==> src/rtl/jam_cost_table.sv <==
// jam_cost_table: front end that loads the 8x8 worker/job cost matrix for the
// assignment engine. It keeps the engine in reset until all 64 costs are
// stored, then serves combinational cost lookups while the engine runs, and
// parks once the engine reports completion.
//
// state | meaning
// ------+---------------------------------------------------------------
// LOAD  | accepting cost beats (row-major), engine held in reset
// ARM   | matrix complete, one settling cycle before releasing the engine
// RUN   | engine out of reset, lookups valid, waiting for jam_valid
// DONE  | engine finished, engine back in reset, waiting for clear
module jam_cost_table (
  input  logic        CLK,
  input  logic        RST,
  input  logic        in_valid,
  output logic        in_ready,
  input  logic [6:0]  in_data,
  input  logic        clear,
  input  logic [2:0]  W,
  input  logic [2:0]  J,
  output logic [6:0]  Cost,
  output logic        jam_rst,
  input  logic        jam_valid,
  output logic        loaded,
  output logic        done,
  output logic [12:0] total
);

  typedef enum logic [1:0] {
    S_LOAD = 2'd0,
    S_ARM  = 2'd1,
    S_RUN  = 2'd2,
    S_DONE = 2'd3
  } state_t;

  state_t     state;
  logic [5:0] cnt;
  logic [6:0] mem [0:63];
  logic       beat_accept;

  // in_ready is a registered copy of (state == LOAD), so it doubles as the
  // accept qualifier without adding a combinational path from the inputs.
  assign beat_accept = in_valid & in_ready & ~clear;

  // Sequencer: state, beat counter, running total and all registered outputs.
  // clear is checked first so it wins over a same-edge beat or jam_valid.
  always_ff @(posedge CLK or posedge RST) begin
    if (RST) begin
      state    <= S_LOAD;
      cnt      <= 6'd0;
      total    <= 13'd0;
      in_ready <= 1'b1;
      jam_rst  <= 1'b1;
      loaded   <= 1'b0;
      done     <= 1'b0;
    end else if (clear) begin
      state    <= S_LOAD;
      cnt      <= 6'd0;
      total    <= 13'd0;
      in_ready <= 1'b1;
      jam_rst  <= 1'b1;
      loaded   <= 1'b0;
      done     <= 1'b0;
    end else begin
      case (state)
        S_LOAD: begin
          if (beat_accept) begin
            cnt   <= cnt + 6'd1;
            total <= total + {6'd0, in_data};
            if (cnt == 6'd63) begin
              state    <= S_ARM;
              in_ready <= 1'b0;
            end
          end
        end
        S_ARM: begin
          state   <= S_RUN;
          jam_rst <= 1'b0;
          loaded  <= 1'b1;
        end
        S_RUN: begin
          if (jam_valid) begin
            state   <= S_DONE;
            jam_rst <= 1'b1;
            loaded  <= 1'b0;
            done    <= 1'b1;
          end
        end
        S_DONE: begin
          state <= S_DONE;
        end
        default: begin
          state    <= S_LOAD;
          cnt      <= 6'd0;
          total    <= 13'd0;
          in_ready <= 1'b1;
          jam_rst  <= 1'b1;
          loaded   <= 1'b0;
          done     <= 1'b0;
        end
      endcase
    end
  end

  // Cost storage: written only by accepted load beats; clear leaves it intact.
  always_ff @(posedge CLK or posedge RST) begin
    if (RST) begin
      for (int i = 0; i < 64; i++) begin
        mem[i] <= 7'd0;
      end
    end else if (beat_accept) begin
      mem[cnt] <= in_data;
    end
  end

  // Engine lookup path has no register stage.
  assign Cost = mem[{W, J}];

endmodule

==> config.mk <==
export PLATFORM = sky130hd
export DESIGN_NAME = jam_cost_table
export DESIGN_NICKNAME = d
export VERILOG_FILES = /design/src/rtl/jam_cost_table.sv
export SDC_FILE = /design/constraint.sdc
export NUM_CORES = 1
export LEC_CHECK = 0
export ABC_AREA = 1
export BUFFER_PORTS_ARGS = -buffer_cell sky130_fd_sc_hd__buf_4
export CORE_AREA = 2 2 299 301
export CTS_BUF_LIST = sky130_fd_sc_hd__clkbuf_16
export CTS_CLUSTER_DIAMETER = 120
export CTS_CLUSTER_SIZE = 8
export DETAILED_ROUTE_END_ITERATION = 8
export DIE_AREA = 0 0 301 303
export PLACE_DENSITY = 0.49
export SLEW_MARGIN = 20
export SYNTH_ARGS = -nofsm -noshare
export SYNTH_HDL_FRONTEND = slang
export SYNTH_SLANG_ARGS = --single-unit
==> constraint.sdc <==
create_clock -name CLK -period 18.4 [get_ports CLK]
set_input_delay 4.6 -clock CLK [delete_from_list [all_inputs] [get_ports CLK]]
set_output_delay 4.6 -clock CLK [all_outputs]
set_load 0.005 [all_outputs]
==> impl_metrics.prom, run 1 <==
# TYPE chip_impl_metric gauge
chip_impl_metric{name="portion_of_netlist_area_occupied_by_mux_cells",unit="%"} 0
chip_impl_info{name="cts.root.buffer_cell",value="clkbuf_16"} 1
chip_impl_info{name="outcome",value="complete, no violations"} 1
chip_impl_info{name="layout_commonest_cell",value="nand2_1"} 1
chip_impl_metric{name="floorplan.die.width",unit="um"} 301
chip_impl_metric{name="netlist-cell-type-count",unit=""} 30
chip_impl_metric{name="finalClockSkew",unit="ns"} 0.0221
chip_impl_metric{name="port_buffers",unit=""} 41
chip_impl_metric{name="yosys.area_share.adder",unit="%"} 0.551
chip_impl_metric{name="clk_latency",unit="ns"} 0.60
chip_impl_metric{name="leakage",unit="nW"} 11.0
chip_impl_metric{name="ctsResizeCount",unit=""} 0
chip_impl_metric{name="drtAntennaViolNets",unit=""} 0
chip_impl_metric{name="finalWirelength",unit="mm"} 68.5
chip_impl_metric{name="setup_viol_count_final",unit=""} 0
chip_impl_info{name="rsz0062_at_grt",value="no"} 1
chip_impl_info{name="synth.area.top_cells",value="dfrtp_1 54%, nand2_1 19%, o21ai_0 11%"} 1
chip_impl_info{name="layer_with_the_highest_usage_after_global_routing",value="met2"} 1
chip_impl_metric{name="timing_worst_slew_pin_value",unit="ns"} 1.20
chip_impl_info{name="dominantRegCellSynth",value="dfrtp_1"} 1
chip_impl_metric{name="numClockSinks",unit=""} 473
chip_impl_metric{name="pin_count_of_the_biggest_net_entering_global_routing",unit=""} 161
chip_impl_metric{name="synth_simple_gate_area_share",unit="%"} 29.4
chip_impl_metric{name="groute.usage.overall",unit="%"} 15.3
chip_impl_metric{name="floorplan.initialDensity",unit="%"} 24.8
chip_impl_metric{name="critical_path_data_required_time",unit="ns"} 13.80
chip_impl_metric{name="cellPowerDensity",unit="nW/um2"} 101
chip_impl_info{name="crit_type",value="input port to output port"} 1
chip_impl_info{name="tritoncts",value="yes"} 1
chip_impl_metric{name="clockBufferDepth",unit=""} 3
chip_impl_metric{name="fp.dieH",unit="um"} 303
chip_impl_metric{name="antenna_found_initial",unit=""} 1
chip_impl_metric{name="drv_slew",unit=""} 0
chip_impl_metric{name="fmax",unit="MHz"} 81.2
chip_impl_metric{name="finalNetCount",unit=""} 2725
chip_impl_metric{name="flow.area_growth_from_synthesis",unit="%"} 14.3
chip_impl_metric{name="total_power",unit="mW"} 2.51
chip_impl_info{name="endpoint_kind",value="output port"} 1
chip_impl_metric{name="signal_arrival_time_at_the_worst_endpoint",unit="ns"} 7.72
chip_impl_metric{name="worst_path_clk_slew",unit="ns"} 0.05
chip_impl_metric{name="global_route.usage.met1",unit="%"} 21.7
chip_impl_info{name="hold_class",value="flip-flop to flip-flop"} 1
chip_impl_metric{name="synth_largest_type_area_fraction",unit="%"} 54.1
chip_impl_metric{name="compound_gate_fraction_of_synth_area",unit="%"} 11.3
chip_impl_metric{name="fin_crit_sh",unit="%"} 67.0
chip_impl_metric{name="grt_pass1_vias",unit=""} 18000
chip_impl_metric{name="total_inserted_antenna_cells",unit=""} 0
chip_impl_metric{name="drt-pass1-iter-count",unit=""} 5
chip_impl_metric{name="num_io_pins",unit=""} 42
chip_impl_metric{name="min_period",unit="ns"} 12.32
chip_impl_metric{name="yosys.area_share.xor_xnor",unit="%"} 0
chip_impl_metric{name="num_vias",unit=""} 18200
chip_impl_metric{name="floorplan.die_area",unit="um2"} 91200
chip_impl_metric{name="worstPathMaxFanout",unit=""} 68
chip_impl_info{name="timing.hold.worst.start",value="mem[142]$_DFFE_PP0P_"} 1
chip_impl_metric{name="met2_usage_grt",unit="%"} 23.4
chip_impl_metric{name="dp_hpwl",unit="mm"} 38.8
chip_impl_metric{name="route.detailed.vias_per_inst",unit=""} 4.70
chip_impl_metric{name="wire_length_of_the_first_global_routing_pass",unit="mm"} 109
chip_impl_metric{name="final.setup.tns",unit="ns"} 0
chip_impl_metric{name="mappedNetlistNets",unit=""} 2790
chip_impl_metric{name="globalplace.congestion",unit=""} 0.779
chip_impl_metric{name="h-tree-depth",unit=""} 3
chip_impl_metric{name="synth_edf_count",unit=""} 0
chip_impl_info{name="synth_top_family_by_area",value="simple AND/OR/NAND/NOR gates"} 1
chip_impl_metric{name="floorplan.core_area",unit="um2"} 88000
chip_impl_info{name="synth.largest_area_cell",value="dfrtp_1"} 1
chip_impl_metric{name="postSynthCellCount",unit=""} 2763
chip_impl_metric{name="drcViolationCount",unit=""} 0
chip_impl_metric{name="cts_hold_bufs",unit=""} 0
chip_impl_metric{name="layout-drive-gt1-share",unit="%"} 6.22
chip_impl_metric{name="grt.met3_usage",unit="%"} 2.94
chip_impl_metric{name="number_of_buffers_added_by_the_clock_tree_synthesis_step",unit=""} 69
chip_impl_metric{name="postSynthRegisterBits",unit=""} 473
chip_impl_metric{name="rows",unit=""} 109
chip_impl_metric{name="final-hold-violation-count",unit=""} 0
chip_impl_metric{name="asyncSetResetFlopFracSynth",unit="%"} 100
chip_impl_info{name="critPathLaunch",value="J[1]"} 1
chip_impl_metric{name="peakVddDrop",unit="mV"} 0.0519
chip_impl_metric{name="routed_wire_length_per_instance",unit="um"} 17.6
chip_impl_metric{name="dr.first_iter.drc_count",unit=""} 1455
chip_impl_metric{name="synth-seq-area-share",unit="%"} 54.3
chip_impl_info{name="worstSetupStartpointType",value="input port"} 1
chip_impl_metric{name="cap_viol_max_count",unit=""} 0
chip_impl_metric{name="netlist_area",unit="um2"} 21800
chip_impl_metric{name="post-cts-setup-buffers",unit=""} 0
chip_impl_metric{name="post_synth.cell_area_avg",unit="um2"} 7.89
chip_impl_info{name="layout.cells.most_common_list",value="1,115 x nand2_1, 471 x dfrtp_1, 463 x o21ai_0, 386 x nand3_1, 71 x clkbuf_16"} 1
chip_impl_metric{name="slew_hr",unit="%"} 19.7
chip_impl_metric{name="utilization",unit="%"} 28.3
chip_impl_metric{name="global_route_total_overflow",unit=""} 0
chip_impl_metric{name="synthesis_warnings",unit=""} 0
chip_impl_info{name="rr_startpoint",value="in_ready$_DFFE_PP1P_"} 1
## logic make-up after synthesis
kind of cell,after synthesis
AND/OR/NAND/NOR,1545
AO/OA/AOI/OAI,486
flip-flops,473
buffers and inverters,250
adder cells (fa/ha/maj),9
## area by class of cell
type                       instances  area, um2
fill                            9603      63100
sequential                       473      11800
multi-input combinational       2040       9010
clock buffer                      71       1780
tap                             1165       1460
timing repair buffer              67        532
inverter                          47        191
clock inverter                    18       97.6
## power breakdown
group | switching (mW) | total, mW | internal, mW
registers | 0.0341 | 1.13 | 1.09
clock network | 0.461 | 1.14 | 0.682
logic | 0.172 | 0.241 | 0.0684
total | 0.667 | 2.51 | 1.84
## critical path: stages
cell     delay (ns)
buf_4          0.31
inv_4          0.55
buf_4          0.80
nand3_1        0.25
nand3_1        0.17
nand2_1        0.08
nand2_1        0.07
nand3_1        0.08
nand3_1        0.28
nand2_1        0.19
buf_4          0.18
## through the flow
stage / cells / cell area (um2) / worst slack, ns / hold WS (ns)
floorplan: 2763 / 21800 / 0.609 / 0.453
CTS: 3881 / 24900 / 6.17 / 0.484
global placement: 3792 / 23000 / 6.18 / 0.465
detailed placement: 3792 / 23000 / 6.17 / 0.472
global route: 3881 / 24900 / 5.87 / 0.500
finish: 3881 / 24900 / 6.08 / 0.479
## flip-flops by register name, indices dropped and copies added, names as in the netlist
register	flops
cnt	6
mem	448
state	2
in_ready	1
done	1
total	13
jam_rst	1
loaded	1
## final timing paths
kind                       slack, ns              endpoint  depth (start not counted)
setup / recovery                6.08               Cost[5]                         11
hold / removal                  0.48  mem[142]$_DFFE_PP0P_                          2
setup reg to reg               15.44  mem[381]$_DFFE_PP0P_                          7
hold reg to reg                 0.48  mem[142]$_DFFE_PP0P_                          2
max in group asynchronous      12.01  mem[386]$_DFFE_PP0P_                          4
min in group asynchronous       4.15    mem[7]$_DFFE_PP0P_                          2
## Yosys cell counts (2+ instances only)
| master | count |
|---|---|
| clkinv_1 | 6 |
| inv_1 | 37 |
| nor2_1 | 23 |
| ha_1 | 8 |
| inv_2 | 4 |
| clkbuf_1 | 163 |
| nor3_1 | 7 |
| nand3_1 | 386 |
| a21oi_1 | 14 |
| nor4_4 | 5 |
| dfstp_2 | 2 |
| nand2_1 | 1115 |
| buf_1 | 23 |
| o21ai_0 | 463 |
| nor3_2 | 2 |
| nand4_1 | 4 |
| buf_2 | 17 |
| dfrtp_1 | 471 |
| a32o_1 | 2 |
## layer usage
layer | vias to the layer above | wire length [um]
met4 | 2 | 2030
met1 | 8831 | 32900
met2 | 380 | 30100
li1 | 8916 | -
met3 | 117 | 3430
met5 | - | 13
Note: power is estimated with default switching activity, not from simulation.
==> run 2: changes to the inputs <==
Settings changed: PLACE_DENSITY 0.49 to 0.47.
Clock period 18.4 ns to 12.76 ns, I/O delays scaled along.
==> run 2 against run 1 <==
Against the previous run:
- die area stayed put
- total power grew 44%
- hold slack got worse by 0.00080 ns
- via count is 0.13% lower
- sequential cell count stayed put
- sequential share of layout area is essentially flat
- critical endpoint unchanged
- largest cell class unchanged
- largest power group unchanged
==> impl_metrics.prom, run 2 (synthesized netlist as in run 1, its figures left out) <==
# TYPE chip_impl_metric gauge
chip_impl_metric{name="finalWirelength",unit="mm"} 68.9
chip_impl_info{name="layout_commonest_cell",value="nand2_1"} 1
chip_impl_info{name="layout.cells.most_common_list",value="1,115 x nand2_1, 471 x dfrtp_1, 463 x o21ai_0, 386 x nand3_1, 71 x clkbuf_16"} 1
chip_impl_info{name="crit_type",value="input port to output port"} 1
chip_impl_info{name="highest_layer",value="met4"} 1
chip_impl_metric{name="total_inserted_antenna_cells",unit=""} 0
chip_impl_metric{name="rows",unit=""} 109
chip_impl_metric{name="m1WireLength",unit="mm"} 33.4
chip_impl_metric{name="port_buffers",unit=""} 41
chip_impl_metric{name="largest_reg_flops",unit=""} 448
chip_impl_info{name="hold_class",value="flip-flop to flip-flop"} 1
chip_impl_metric{name="cap_viol_max_count",unit=""} 0
chip_impl_metric{name="fmax",unit="MHz"} 110
chip_impl_metric{name="number_of_buffers_added_by_the_clock_tree_synthesis_step",unit=""} 69
chip_impl_info{name="worstSetupStartpointType",value="input port"} 1
chip_impl_metric{name="flow.area_growth_from_synthesis",unit="%"} 14.2
chip_impl_metric{name="fin_crit_sh",unit="%"} 71.4
chip_impl_metric{name="drtAntennaViolNets",unit=""} 0
chip_impl_metric{name="drv_slew",unit=""} 0
chip_impl_metric{name="clk_latency",unit="ns"} 0.59
chip_impl_metric{name="critical_path_data_required_time",unit="ns"} 9.57
chip_impl_metric{name="floorplan.initialDensity",unit="%"} 24.8
chip_impl_metric{name="finalNetCount",unit=""} 2724
chip_impl_metric{name="final.setup.tns",unit="ns"} 0
chip_impl_metric{name="leakage",unit="nW"} 10.9
chip_impl_metric{name="met2_length",unit="mm"} 30.1
chip_impl_metric{name="post-cts-setup-buffers",unit=""} 0
chip_impl_metric{name="cts_hold_bufs",unit=""} 0
chip_impl_info{name="cts.root.buffer_cell",value="clkbuf_16"} 1
chip_impl_metric{name="numClockSinks",unit=""} 473
chip_impl_metric{name="groute.usage.overall",unit="%"} 15.3
chip_impl_metric{name="floorplan.core_area",unit="um2"} 88000
chip_impl_info{name="endpoint_kind",value="output port"} 1
chip_impl_metric{name="signal_arrival_time_at_the_worst_endpoint",unit="ns"} 5.92
chip_impl_info{name="tritoncts",value="yes"} 1
chip_impl_metric{name="globalplace.congestion",unit=""} 0.812
chip_impl_info{name="rsz0062_at_grt",value="no"} 1
chip_impl_info{name="top_registers",value="mem: 448 flops, total: 13 flops, cnt: 6 flops"} 1
chip_impl_metric{name="pin_count_of_the_biggest_net_entering_global_routing",unit=""} 181
chip_impl_metric{name="drt-pass1-iter-count",unit=""} 5
chip_impl_metric{name="num_vias",unit=""} 18200
chip_impl_metric{name="peakVddDrop",unit="mV"} 0.0804
chip_impl_metric{name="num_io_pins",unit=""} 42
chip_impl_metric{name="wire_length_of_the_first_global_routing_pass",unit="mm"} 109
chip_impl_metric{name="route.detailed.vias_per_inst",unit=""} 4.70
chip_impl_metric{name="wl_met3",unit="mm"} 3.54
chip_impl_info{name="outcome",value="complete, no violations"} 1
chip_impl_metric{name="min_period",unit="ns"} 9.11
chip_impl_metric{name="setup_viol_count_final",unit=""} 0
chip_impl_metric{name="hold_ws",unit="ns"} 0.479
chip_impl_metric{name="clockBufferDepth",unit=""} 3
chip_impl_metric{name="final-hold-violation-count",unit=""} 0
chip_impl_metric{name="routed_wire_length_per_instance",unit="um"} 17.8
chip_impl_metric{name="worstPathMaxFanout",unit=""} 60
chip_impl_metric{name="slew_hr",unit="%"} 18.5
chip_impl_metric{name="dp_hpwl",unit="mm"} 39.1
chip_impl_metric{name="h-tree-depth",unit=""} 3
chip_impl_metric{name="layout-drive-gt1-share",unit="%"} 6.09
chip_impl_metric{name="drcViolationCount",unit=""} 0
chip_impl_metric{name="floorplan.die.width",unit="um"} 301
chip_impl_metric{name="ctsResizeCount",unit=""} 0
chip_impl_metric{name="dr.first_iter.drc_count",unit=""} 1456
chip_impl_metric{name="grt_pass1_vias",unit=""} 17800
chip_impl_metric{name="antenna_found_initial",unit=""} 0
chip_impl_metric{name="worst_path_clk_slew",unit="ns"} 0.05
chip_impl_metric{name="floorplan.die_area",unit="um2"} 91200
chip_impl_metric{name="global_route_total_overflow",unit=""} 0
chip_impl_metric{name="fp.dieH",unit="um"} 303
chip_impl_metric{name="finalClockSkew",unit="ns"} 0.0179
chip_impl_metric{name="timing_worst_slew_pin_value",unit="ns"} 1.21
chip_impl_info{name="register_name_with_the_most_flops",value="mem"} 1
chip_impl_metric{name="cellPowerDensity",unit="nW/um2"} 145
==> run 2: changes by cell type in the layout (fill, tap and decap cells not counted), moves of 2 or more <==
cell    previous run  this run
buf_12             2         4
buf_4             64        60
inv_6              6         3
nor3_2             0         3
nor3_4             2         0
==> run 2: worst paths after layout <==
check | slack, ns | cells after the start | end | start
setup / recovery | 3.65 | 11 | Cost[5] | J[1]
hold reg to reg | 0.48 | 2 | mem[27]$_DFFE_PP0P_ | mem[27]$_DFFE_PP0P_
setup reg to reg | 9.73 | 4 | mem[427]$_DFFE_PP0P_ | cnt[1]$_DFFE_PP0P_
hold / removal | 0.48 | 2 | mem[27]$_DFFE_PP0P_ | mem[27]$_DFFE_PP0P_
min in group asynchronous | 2.86 | 3 | mem[28]$_DFFE_PP0P_ | RST
max in group asynchronous | 7.70 | 5 | mem[232]$_DFFE_PP0P_ | RST
==> run 2: where the power goes <==
| part | internal, mW | switching [mW] |
|---|---|---|
| logic | 0.0992 | 0.246 |
| clock network | 0.977 | 0.663 |
| registers | 1.57 | 0.0470 |
==> run 2: per-stage QoR <==
stage / instances / setup slack, ns / util, % / area, um2 / power [mW]
after floorplan: 2763 / 3.16 / - / 21800 / 1.86
after global placement: 3790 / 3.69 / 26.2 / 23000 / 1.99
after CTS: 3876 / 3.68 / 28.3 / 24900 / 3.65
after detailed placement: 3791 / 3.69 / 26.2 / 23000 / 1.99
final: 3876 / 3.65 / 28.3 / 24900 / 3.60
after global routing: 3876 / 3.50 / 28.3 / 24900 / 3.77
==> run 2: worst max-delay path, cell delays in order <==
cell	delay (ns)
buf_4	0.11
buf_4	0.70
buf_4	0.73
nand3_1	0.16
nand3_1	0.12
nand2_1	0.06
nand2_1	0.07
nand3_1	0.10
nand3_1	0.26
nand2_1	0.18
buf_4	0.17
==> run 2: routing by layer <==
layer  track usage (%)  vias up
met5                 0        -
met4              4.77        0
met3              2.94      105
met2              23.4      385
met1              21.8     8823
li1                  -     8910
==> run 2: final cells by class <==
class,count,area [um2]
Clock buffer,71,1780
Clock inverter,14,62.6
Fill cell,9593,63100
Inverter,47,191
Multi-Input combinational cell,2040,9000
Sequential cell,473,11800
Tap cell,1165,1460
Timing Repair Buffer,66,556
